### src/rtl/axi_wr_burst_master.sv
// AXI4 write-burst master: accepts one burst command, issues the AW beat,
// streams user beats onto W with zero latency, waits for B and pulses done.
// Optional feature macro: AXI_WR_BRESP_CHECK_EN makes err a sticky flag that
// is set by a non-OKAY bresp or a bid that does not match the issued id.
//
//  state  | meaning
//  IDLE   | cmd_ready high, waiting for a burst command
//  ADDR   | AW beat presented, waiting for awready
//  DATA   | user beats forwarded to W until the wlast handshake
//  RESP   | bready high, waiting for the write response
//  DONE   | one-cycle completion pulse
module axi_wr_burst_master #(
   parameter int IDW = 4,
   parameter int AW  = 32,
   parameter int DW  = 64
) (
   input  logic              clk,
   input  logic              rst,
   input  logic [AW-1:0]     cmd_addr,
   input  logic [7:0]        cmd_len,
   input  logic [2:0]        cmd_size,
   input  logic [1:0]        cmd_burst,
   input  logic [IDW-1:0]    cmd_id,
   input  logic              cmd_valid,
   output logic              cmd_ready,
   input  logic [DW-1:0]     wr_data,
   input  logic [DW/8-1:0]   wr_strb,
   input  logic              wr_valid,
   output logic              wr_ready,
   output logic [IDW-1:0]    m_axi_awid,
   output logic [AW-1:0]     m_axi_awaddr,
   output logic [7:0]        m_axi_awlen,
   output logic [2:0]        m_axi_awsize,
   output logic [1:0]        m_axi_awburst,
   output logic              m_axi_awvalid,
   input  logic              m_axi_awready,
   output logic [DW-1:0]     m_axi_wdata,
   output logic [DW/8-1:0]   m_axi_wstrb,
   output logic              m_axi_wlast,
   output logic              m_axi_wvalid,
   input  logic              m_axi_wready,
   input  logic [IDW-1:0]    m_axi_bid,
   input  logic [1:0]        m_axi_bresp,
   input  logic              m_axi_bvalid,
   output logic              m_axi_bready,
   output logic              done,
   output logic [1:0]        resp,
   output logic              err
);

   typedef enum logic [2:0] {
      S_IDLE = 3'd0,
      S_ADDR = 3'd1,
      S_DATA = 3'd2,
      S_RESP = 3'd3,
      S_DONE = 3'd4
   } state_t;

   state_t         state;
   state_t         state_nx;
   logic [IDW-1:0] tx_id;
   logic [7:0]     beat_cnt;
   logic           last_beat;
   logic           w_hs;

   assign last_beat = (beat_cnt == m_axi_awlen);
   assign w_hs      = (state == S_DATA) && wr_valid && m_axi_wready;

   // W payload is a straight pass-through; only the handshake is gated
   assign m_axi_wdata = wr_data;
   assign m_axi_wstrb = wr_strb;
   assign m_axi_awid  = tx_id;

   // state register
   always_ff @(posedge clk) begin
      if (rst) state <= S_IDLE;
      else     state <= state_nx;
   end

   // next-state decode
   always_comb begin
      state_nx = state;
      case (state)
         S_IDLE: if (cmd_valid)            state_nx = S_ADDR;
         S_ADDR: if (m_axi_awready)        state_nx = S_DATA;
         S_DATA: if (w_hs && last_beat)    state_nx = S_RESP;
         S_RESP: if (m_axi_bvalid)         state_nx = S_DONE;
         S_DONE:                           state_nx = S_IDLE;
         default:                          state_nx = S_IDLE;
      endcase
   end

   // handshake outputs decoded from the current state
   always_comb begin
      cmd_ready     = (state == S_IDLE);
      m_axi_awvalid = (state == S_ADDR);
      m_axi_wvalid  = (state == S_DATA) && wr_valid;
      wr_ready      = (state == S_DATA) && m_axi_wready;
      m_axi_wlast   = (state == S_DATA) && last_beat;
      m_axi_bready  = (state == S_RESP);
      done          = (state == S_DONE);
   end

   // AW payload capture, beat counting and response capture
   always_ff @(posedge clk) begin
      if (rst) begin
         tx_id         <= '0;
         m_axi_awaddr  <= '0;
         m_axi_awlen   <= '0;
         m_axi_awsize  <= '0;
         m_axi_awburst <= '0;
         beat_cnt      <= '0;
         resp          <= '0;
      end else begin
         if (state == S_IDLE && cmd_valid) begin
            tx_id         <= cmd_id;
            m_axi_awaddr  <= cmd_addr;
            m_axi_awlen   <= cmd_len;
            m_axi_awsize  <= cmd_size;
            m_axi_awburst <= cmd_burst;
         end
         if (state == S_ADDR && m_axi_awready)
            beat_cnt <= '0;
         else if (w_hs && !last_beat)
            beat_cnt <= beat_cnt + 8'd1;
         if (state == S_RESP && m_axi_bvalid)
            resp <= m_axi_bresp;
      end
   end

`ifdef AXI_WR_BRESP_CHECK_EN
   // sticky error: bad response code or response id not matching the burst
   always_ff @(posedge clk) begin
      if (rst)
         err <= 1'b0;
      else if (state == S_RESP && m_axi_bvalid &&
               (m_axi_bresp != 2'b00 || m_axi_bid != tx_id))
         err <= 1'b1;
   end
`else
   wire unused_bid = ^m_axi_bid;
   assign err = 1'b0;
`endif

endmodule

### config.mk
export PLATFORM = sky130hd
export DESIGN_NAME = axi_wr_burst_master
export DESIGN_NICKNAME = d
export VERILOG_FILES = /design/src/rtl/axi_wr_burst_master.sv
export SDC_FILE = /design/constraint.sdc
export NUM_CORES = 1
export LEC_CHECK = 0
export ABC_AREA = 0
export CAP_MARGIN = 0
export CORE_ASPECT_RATIO = 0.75
export CORE_MARGIN = 3
export CORE_UTILIZATION = 32
export CTS_CLUSTER_SIZE = 8
export DETAILED_ROUTE_END_ITERATION = 12
export MAX_ROUTING_LAYER = met4
export PLACE_DENSITY = 0.81
export SKIP_LAST_GASP = 1
export SLEW_MARGIN = 15
export SYNTH_ARGS = -nofsm -noshare
export SYNTH_HDL_FRONTEND = slang
export SYNTH_SLANG_ARGS = --single-unit
### constraint.sdc
create_clock -name clk -period 1.7 [get_ports clk]
set_input_delay 0.255 -clock clk [delete_from_list [all_inputs] [get_ports clk]]
set_output_delay 0.255 -clock clk [all_outputs]
set_load 0.1 [all_outputs]
==> results.toml, run 1 <==
[placed_design]
dpl.hpwl_mm = 5.934
gp_congestion = 0.8706
io_buffers = 115
place_ws_ns = 0.02923
dp_cells = 545

[worst_setup_path]
cp_data_required_time_ns = 1.44
reg2reg_slack_ns = 0.03
startpoint_type = "flop"
crit_type = "reg2out"
reg2reg_depth = 7
cp_data_arrival_time_ns = 1.61
r2r-start = "m_axi_awlen[4]$_SDFFE_PP0P_"
r2r-end = "state[0]$_SDFFE_PP0P_"
cp-end-kind = "primary output"
crit_fanout = 3

[clock_network]
clk_pin_slew_ns = 0.05
hold_buffers = 0
cts_sinks = 62
numCtsBuffers = 9
htree_num_levels = 3
clockBufferDepth = 2
cts_tree = "done"
cts-root-buf = "clkbuf_16"
insertion_delay_ns = 0.33

[sta]
hold_viol = 0
period_share = 1.099
worst_slack_ns = -0.1683
slew_violations = 0
fin_crit_ns = 1.868
setup-violations-final = 1
hold_slack_ns = 0.4244
fmax_mhz = 535.3
clock_skew_ns = 0.004230
rsz0062_at_grt = "true"

[worst_hold_path]
min-delay-start = "rst"
holdCritPathClass = "in2reg"
min_path_cells = 3
min_to = "state[2]$_SDFFE_PP0P_"

[cells_and_area]
fillCellCount = 823
fin_cells = 565
syn2layout_area_growth_pct = 59.83
register_area_mm2 = 0.001281
layout-drive-gt1-share = 0.2860
fin_nets = 567
multi_input_area_mm2 = 0.001287
n_antenna_cell = 0

[logic_synthesis]
avgSynthCellArea_um2 = 8.097
netlist_area_mm2 = 0.003093
yosys-top-cells-area = "dfxtp_1 40%, buf_4 18%, nand2_1 13%, a21oi_1 8.6%, mux2i_1 3.2%"
ys_types = 33
synth.top_cell.area_share = 0.4013
synth-edff-count = 0
synth_cells = 382
syn-num-nets = 517
async_reset_ff_frac = 0
ys.flop_type = "dfxtp_1"
ys_seq_elements = 62
synth-seq-area-share = 0.4013
yosysTopAreaCell = "dfxtp_1"
yosysWarnings = 0

[global_route]
grt_pass1_vias = 2625
antenna_found_initial = 0
grt_use_total = 0.1545
grt_pass1_wl_mm = 13.00
grt_max_degree = 50
grt.overflow.total = 0

[die]
core-area_mm2 = 0.009234
die_h_um = 91.14
chipWidth_um = 119.5
ios = 265
rows = 30
dieArea_mm2 = 0.01089
initial_core_util = 0.3350

[run]
drv_cap = 0

[detailed_routing]
vias_per_cell = 4.612
drc = 0
first_iter_violations = 101
avgRoutedWirePerCell_um = 14.64
drtAntennaViolNets = 0
first_pass_iters = 4
wirelength_mm = 8.269
vias = 2606

[power]
power_density_mw_per_mm2 = 1068
ir_drop_uv = 887.1
p_int_w = 0.003579
p_clk_frac = 0.387
p_comb_frac = 0.301
p_switching_w = 0.001701
p_total_w = 0.005280
pwr-share-seq = 0.311
p_leak_nw = 1.922
swShare = 0.3222

[run_status]
violations = "setup timing"
status = "finished with violations"
final cells by class:
| class | count | share of cell area |
|---|---|---|
| Timing Repair Buffer | 132 | 0.3802 |
| Multi-Input combinational cell | 226 | 0.2604 |
| Sequential cell | 62 | 0.2592 |
| Clock buffer | 12 | 0.04784 |
| Tap cell | 128 | 0.03240 |
| Clock inverter | 4 | 0.01924 |
| Inverter | 1 | 0.0007593 |
synthesized netlist by cell type (all sizes together) (2+ instances only):
cell and instances:
buf 84, dfxtp 62, nand2 109, nor2 4
and2 2, nor4 2, a21oi 54, clkbuf 9
nor3 3, mux2i 10, nand2b 4, a211oi 5
xor2 8, nor2b 2, nand3 4, nor3b 2
and4 2, or2b 3, nand4 4
timing repair:
item                       in CTS  in global routing
pin swaps                       2                  3
buffers inserted                1                  3
setup endpoints to repair       3                  6
resized for setup               4                 11
per-layer routing:
layer	vias to the layer above	wire (µm)	global-route usage
met2	132	3779	0.2218
met1	1184	3384	0.1721
met5	-	0	-
met4	0	163	0.05624
li1	1265	-	-
met3	25	941	0.1009
layout by cell type, fill, tap and decap left out, types with 2 or more instances in the layout:
cell type / netlist / routed
a21oi_1: 53 / 53
xor2_2: 0 / 5
dfxtp_1: 62 / 48
nand3_1: 4 / 4
a211oi_2: 0 / 4
buf_4: 75 / 15
dfxtp_4: 0 / 9
nand2b_1: 4 / 4
or2b_1: 3 / 3
dfxtp_2: 0 / 5
nor2b_1: 2 / 2
clkdlybuf4s50_1: 0 / 56
nor2_1: 4 / 3
nor3_2: 0 / 2
nor4_4: 2 / 2
clkbuf_16: 0 / 9
bufinv_16: 0 / 3
nand2_1: 108 / 108
clkbuf_1: 9 / 3
nand4_1: 4 / 4
buf_12: 0 / 60
mux2i_1: 10 / 10
xor2_1: 8 / 3
critical path, cell delays in order, from the launching register on:
cell	delay, ns
dfxtp_4	0.35
xor2_2	0.18
nor4_4	0.31
and4_4	0.27
buf_12	0.17
how the worst max path moves through the flow:
stage,startpoint,endpoint,cells after the start
final,m_axi_awlen[4]$_SDFFE_PP0P_,m_axi_wlast,4
after global routing,m_axi_awlen[4]$_SDFFE_PP0P_,m_axi_wlast,4
after CTS,m_axi_awlen[1]$_SDFFE_PP0P_,m_axi_wlast,4
after detailed placement,wr_valid,beat_cnt[3]$_SDFFE_PP0P_,5
after global placement,wr_valid,beat_cnt[5]$_SDFFE_PP0P_,5
after floorplan,state[1]$_SDFFE_PP0P_,cmd_ready,2
sequential cells by signal, summed over array words and instances (netlist names):
name,count
m_axi_awlen,8
m_axi_awid,4
beat_cnt,8
state,3
resp,2
m_axi_awburst,2
m_axi_awaddr,32
m_axi_awsize,3
stage by stage:
step	util	cell area, µm²	TNS (ns)
2_1_floorplan	-	3164	-0.8202
3_5_place_dp	0.4902	4527	0
6_report	0.5354	4943	-0.1683
4_1_cts	0.5276	4872	-0.1728
3_3_place_gp	0.4902	4527	0
5_1_grt	0.5354	4943	-0.3778
power groups by stage:
stage | clock [W] | combinational, W | sequential (W)
4_1_cts | 0.00209 | 0.00158 | 0.00165
6_report | 0.00205 | 0.00159 | 0.00164
5_1_grt | 0.00215 | 0.00166 | 0.00165
3_3_place_gp | 0 | 0.00155 | 0.00167
3_5_place_dp | 0 | 0.00157 | 0.00168
2_1_floorplan | 0 | 0.00117 | 0.00222
kinds of logic after synthesis:
group | synth area share
compound gates | 0.1056
xor+xnor | 0.02265
fa+ha+maj | 0.004045
buf+inv | 0.2104
flops | 0.4013
mux | 0.03236
other cells | 0.001212
simple gates | 0.2225
No activity file was read; power rests on OpenSTA's default activity.
==> inputs of run 2 (changes only) <==
ABC_AREA = 1   (was 0)
CORE_MARGIN = default   (was 3)
==> run 2 against run 1 <==
- the flow still finishes with violations (setup timing)
- sequential cell count unchanged
- count of clock-buffer cells in the layout unchanged
- sequential power is 22% higher
- non-clock buffer count fell by 7
- critical path type unchanged
- largest cell class unchanged
==> results.toml, run 2 <==
[run_status]
status = "finished with violations"
violations = "setup timing"

[worst_setup_path]
startpoint_type = "flop"
r2r-start = "state[0]$_SDFFE_PP0P_"
slowest_stage = "dfxtp_4"
crit_type = "reg2out"
crit_chain = "xnor2_4 > nand2_2 > nor2_4 > nand2_4 > nor2_4 > buf_12"
cp_num_buf_inv = 1
crit_family = "simple AND/OR/NAND/NOR gates"
slowest_delay_ns = 0.36
startpoint = "m_axi_awlen[0]$_SDFFE_PP0P_"
crit_fanout = 3
cpMostUsedCell = "nor2_4"
cp-end-kind = "primary output"
cp_data_arrival_time_ns = 1.47
cp_data_required_time_ns = 1.44

[placed_design]
dpl.hpwl_mm = 6.244
postPlaceCellArea_mm2 = 0.004438
gp_congestion = 0.8613
io_buffers = 115

[logic_synthesis]
yosysWarnings = 0
synth_common_cells = "83 x nand2_1, 77 x buf_4, 62 x dfxtp_1, 61 x a21oi_1, 53 x nand3_1"
ys_types = 24
async_reset_ff_frac = 0
synth-seq-area-share = 0.3994
synth-edff-count = 0
avgSynthCellArea_um2 = 7.507
netlist_area_mm2 = 0.003108
synth_cells = 414
ys.flop_type = "dfxtp_1"
ys_seq_elements = 62
synthMostInstantiatedCell = "nand2_1"
syn-num-nets = 549
yosys-top-cells-area = "dfxtp_1 40%, buf_4 19%, nand2_1 10%, a21oi_1 9.8%, nand3_1 8.5%"
synth.top_cell.area_share = 0.3994
yosysTopAreaCell = "dfxtp_1"

[run]
drv_cap = 0

[sta]
fmax_mhz = 581.2
hold_viol = 0
clock_skew_ns = 0.007864
hold_slack_ns = 0.2849
period_share = 1.012
rsz0062_at_grt = "true"
worst_slack_ns = -0.02055
fin_crit_ns = 1.721
setup-violations-final = 1
slew_violations = 0

[power]
p_int_w = 0.004527
p_comb_frac = 0.524
power_density_mw_per_mm2 = 1712
ir_drop_uv = 828.3
p_clk_frac = 0.235
p_leak_nw = 1.871
p_switching_w = 0.003761
pwr-share-seq = 0.241
swShare = 0.4538

[clock_network]
cts-root-buf = "clkbuf_16"
insertion_delay_ns = 0.33
clk_pin_slew_ns = 0.05
cts_tree = "done"
htree_num_levels = 3
cts_sinks = 62
numCtsBuffers = 9
clockBufferDepth = 2

[detailed_routing]
drtAntennaViolNets = 0
first_pass_iters = 4
wirelength_mm = 8.537
vias = 2829
drc = 0
avgRoutedWirePerCell_um = 14.49
first_iter_violations = 140
vias_per_cell = 4.803

[global_route]
grt_max_degree = 35
antenna_found_initial = 0
grt_pass1_wl_mm = 13.51
grt.overflow.total = 0
grt_use_total = 0.1816
grt_pass1_vias = 2802

[cells_and_area]
layout-drive-gt1-share = 0.2581
largest_register = "m_axi_awaddr"
fin_nets = 591
design_area_mm2 = 0.004841
largest_reg_flops = 32
mostFrequentLayoutCell = "nand2_1"
final_cell_mix = "81 x nand2_1, 60 x a21oi_1, 58 x buf_12"
reg_top3 = "m_axi_awaddr x32, beat_cnt x8, m_axi_awlen x8"
n_antenna_cell = 0
syn2layout_area_growth_pct = 55.76

[die]
dieArea_mm2 = 0.01011
die_h_um = 87.35
ios = 265
chipWidth_um = 115.8
initial_core_util = 0.3366
rows = 30
core-area_mm2 = 0.009234

[worst_hold_path]
holdCritPathClass = "in2reg"
min-delay-start = "rst"
[run 2: cell count changes in the layout (fill, tap and decap cells not counted), sizes merged, moves of 5 or more]
| cell | previous run | this run |
|---|---|---|
| nand2 | 109 | 86 |
| nand3 | 4 | 53 |
| a211oi | 5 | 0 |
| nor2 | 4 | 15 |
| mux2i | 10 | 0 |
| buf | 76 | 70 |
| xor2 | 8 | 3 |
| xnor2 | 0 | 6 |
| inv | 1 | 19 |
| o21ai | 0 | 6 |
| a21oi | 54 | 61 |
[run 2: power by group through the flow]
| stage | Clock, W | Combinational, W | Sequential, W |
|---|---|---|---|
| after floorplan | 0 | 0.00209 | 0.00337 |
| after global placement | 0 | 0.00417 | 0.00200 |
| after detailed placement | 0 | 0.00424 | 0.00202 |
| after CTS | 0.00199 | 0.00429 | 0.00199 |
| after global routing | 0.00206 | 0.00454 | 0.00203 |
| final | 0.00195 | 0.00434 | 0.00200 |
[run 2: worst paths after layout]
path | end | slack (ns) | cells past startpoint
max | m_axi_wlast | -0.02 | 6
min | state[2]$_SDFFE_PP0P_ | 0.28 | 2
max reg2reg | m_axi_awaddr[31]$_SDFFE_PP0P_ | 0.21 | 6
min reg2reg | beat_cnt[1]$_SDFFE_PP0P_ | 0.49 | 2
[run 2: timing repair]
action                                  CTS  global route
buffers inserted                          1             1
gates resized for setup                   7            17
endpoints found under the setup margin    4             4
pin swaps                                 1             3
hold buffers                              0             0
[run 2: area by class of cell]
type                       count  area, µm²
multi-input combinational    238       1215
tap                          128      160.2
clock inverter                 4      70.07
fill                         815       4393
clock buffer                  12      246.5
timing repair buffer         125       1800
sequential                    62       1270
inverter                      20      78.83
[run 2: routing by layer]
metal	vias to the layer above	wire length [µm]	GRT usage
met5	-	0	-
met3	21	859	0.09534
li1	1350	-	-
met1	1312	3444	0.1983
met4	0	128	0.06876
met2	146	4105	0.2798
[run 2: per-stage QoR]
| stage | utilization | worst slack [ns] | std cells | power (W) | TNS (ns) |
|---|---|---|---|---|---|
| after floorplan | - | -0.4093 | 414 | 0.005465 | -1.154 |
| after global placement | 0.4806 | 0.1872 | 571 | 0.006174 | 0 |
| after detailed placement | 0.4806 | 0.1423 | 571 | 0.006261 | 0 |
| after CTS | 0.5179 | -0.05915 | 588 | 0.008276 | -0.07520 |
| after global routing | 0.5243 | -0.08546 | 589 | 0.008641 | -0.1082 |
| final | 0.5243 | -0.02055 | 589 | 0.008288 | -0.02055 |
[run 2: cell families after synthesis]
| kind of cell | Yosys count | synth area share |
|---|---|---|
| compound gates | 67 | 0.1079 |
| xor+xnor | 9 | 0.02536 |
| fa+ha+maj | 1 | 0.004025 |
| buf+inv | 114 | 0.2335 |
| flops | 62 | 0.3994 |
| other cells | 1 | 0.001207 |
| simple gates | 160 | 0.2287 |
[run 2: worst register-to-register path, cell delays in order, from the launching register on]
cell	delay (ns)
dfxtp_1	0.47
nor3_4	0.08
buf_4	0.16
nand2_2	0.15
buf_4	0.31
nand2_1	0.09
a21oi_1	0.15
==> inputs of run 3 (changes only) <==
ABC_AREA = default   (was 1)
CTS_CLUSTER_SIZE = default   (was 8)
MAX_ROUTING_LAYER = default   (was met4)
==> run 3 against run 2 <==
- the run still ends with setup timing left
- first-iteration DRC count is 44% lower
- sequential power shrank 18%
- power is 39% lower
- final cell count fell by 4.6%
- global-route usage down 2.1 points
- register-to-register slack got worse by 0.02 ns
- largest cell class unchanged
- highest routed layer unchanged
==> results.toml, run 3 (synthesized netlist as in run 1, its figures left out) <==
[run]
drv_cap = 0

[clock_network]
cts_sinks = 62
postCtsSetupBuffers = 0
hold_buffers = 0
numCtsBuffers = 9
clk_pin_slew_ns = 0.06
htree_num_levels = 3
clockBufferDepth = 2
insertion_delay_ns = 0.33
cts-root-buf = "clkbuf_16"
cts_tree = "done"

[cells_and_area]
final_cell_mix = "108 x nand2_1, 60 x buf_12, 56 x clkdlybuf4s50_1"
fin_cells = 562
reg_top3 = "m_axi_awaddr x32, beat_cnt x8, m_axi_awlen x8"
mostFrequentLayoutCell = "nand2_1"
largest_register = "m_axi_awaddr"
layout-drive-gt1-share = 0.2633
syn2layout_area_growth_pct = 56.23
fin_nets = 563
largest_reg_flops = 32
design_area_mm2 = 0.004832

[detailed_routing]
drc = 0
avgRoutedWirePerCell_um = 13.96
vias_per_cell = 4.669
first_pass_iters = 4
wirelength_mm = 7.847
vias = 2624
drtAntennaViolNets = 0
first_iter_violations = 79

[die]
initial_core_util = 0.3363
core-area_mm2 = 0.009196
chipWidth_um = 115.5
ios = 265
rows = 30
dieArea_mm2 = 0.01007
die_h_um = 87.14

[worst_setup_path]
r2r-start = "beat_cnt[5]$_SDFFE_PP0P_"
reg2reg_slack_ns = 0.19
cp-end-kind = "primary output"
r2r-end = "beat_cnt[5]$_SDFFE_PP0P_"
startpoint_type = "flop"
reg2reg_depth = 5
cp_data_required_time_ns = 1.44
crit_type = "reg2out"
crit_fanout = 3
cp_data_arrival_time_ns = 1.60

[placed_design]
dpl.hpwl_mm = 5.809
io_buffers = 115
dp_cells = 545
gp_congestion = 0.7987
place_ws_ns = 0.001415
postPlaceCellArea_mm2 = 0.004527

[sta]
slew_violations = 0
relSlewSlack = 0.6008
setup_tns_ns = -0.1505
tightestPinTransition_ns = 0.5989
rsz0062_at_grt = "true"
period_share = 1.089
fmax_mhz = 540.4
setup-violations-final = 1
hold_viol = 0
worst_slack_ns = -0.1505
fin_crit_ns = 1.850
clock_skew_ns = 0.005786

[run_status]
violations = "setup timing"
status = "finished with violations"

[power]
p_comb_frac = 0.311
ir_drop_uv = 795.9
p_total_w = 0.005036
p_int_w = 0.003275
p_switching_w = 0.001761
p_leak_nw = 1.889
power_density_mw_per_mm2 = 1042
pwr-share-seq = 0.326
p_clk_frac = 0.362
swShare = 0.3496

[global_route]
grt.overflow.total = 0
grt_pass1_wl_mm = 12.20
antenna_found_initial = 1
grt_max_degree = 55
grt_pass1_vias = 2506
grt_use_total = 0.1611

[worst_hold_path]
min_to = "beat_cnt[6]$_SDFFE_PP0P_"
holdCritPathClass = "in2reg"
min-delay-start = "rst"
min_path_cells = 5
run 3: cell types whose count changed in the layout (fill, tap and decap cells not counted), sizes merged, moves of 4 or more:
cell    delta
a211oi     +5
a21oi      -7
inv       -16
mux2i     +10
nand2     +23
nand2b     +4
nand3     -49
nor2      -11
o21ai      -6
xnor2      -6
xor2       +5
run 3: how the worst max path moves through the flow:
stage / cells past startpoint / from / end
after CTS: 4 / m_axi_awlen[1]$_SDFFE_PP0P_ / m_axi_wlast
after detailed placement: 5 / wr_valid / beat_cnt[7]$_SDFFE_PP0P_
after floorplan: 2 / state[1]$_SDFFE_PP0P_ / cmd_ready
after global routing: 4 / m_axi_awlen[1]$_SDFFE_PP0P_ / m_axi_wlast
final: 4 / m_axi_awlen[6]$_SDFFE_PP0P_ / m_axi_wlast
after global placement: 5 / wr_valid / beat_cnt[5]$_SDFFE_PP0P_
run 3: metrics by stage:
step | utilization | hold slack (ns)
after floorplan | - | 0.3806
after global placement | 0.4922 | 0.4689
after detailed placement | 0.4922 | 0.4859
after CTS | 0.5250 | 0.3889
after global routing | 0.5252 | 0.4098
final | 0.5254 | 0.4018
run 3: what timing repair did:
item	in CTS	in global routing
pin swaps	2	1
resized for setup	3	1
endpoints found under the setup margin	3	3
run 3: power groups by stage:
| stage | Sequential (W) | Combinational [W] | Clock, W |
|---|---|---|---|
| final | 0.00164 | 0.00157 | 0.00182 |
| after global placement | 0.00167 | 0.00155 | 0 |
| after CTS | 0.00165 | 0.00158 | 0.00187 |
| after floorplan | 0.00222 | 0.00117 | 0 |
| after detailed placement | 0.00168 | 0.00157 | 0 |
| after global routing | 0.00165 | 0.00163 | 0.00194 |
run 3: routing by layer:
metal	GRT usage	wire [µm]
met1	0.1740	3038
met2	0.2455	3654
met3	0.1044	982
met4	0.07556	172
met5	0	0
run 3: area by class of cell:
class	count	area (µm²)
timing repair buffer	128	1849
tap	128	160.2
inverter	1	3.754
multi-input combinational	226	1242
sequential	62	1276
antenna	1	2.502
clock inverter	7	72.57
fill	800	4364
clock buffer	9	225.2
run 3: worst max-delay path, cell delays in order, from the launching register on:
cell     delay [ns]
dfxtp_4        0.36
xor2_1         0.17
nor4_4         0.30
and4_4         0.27
buf_12         0.17
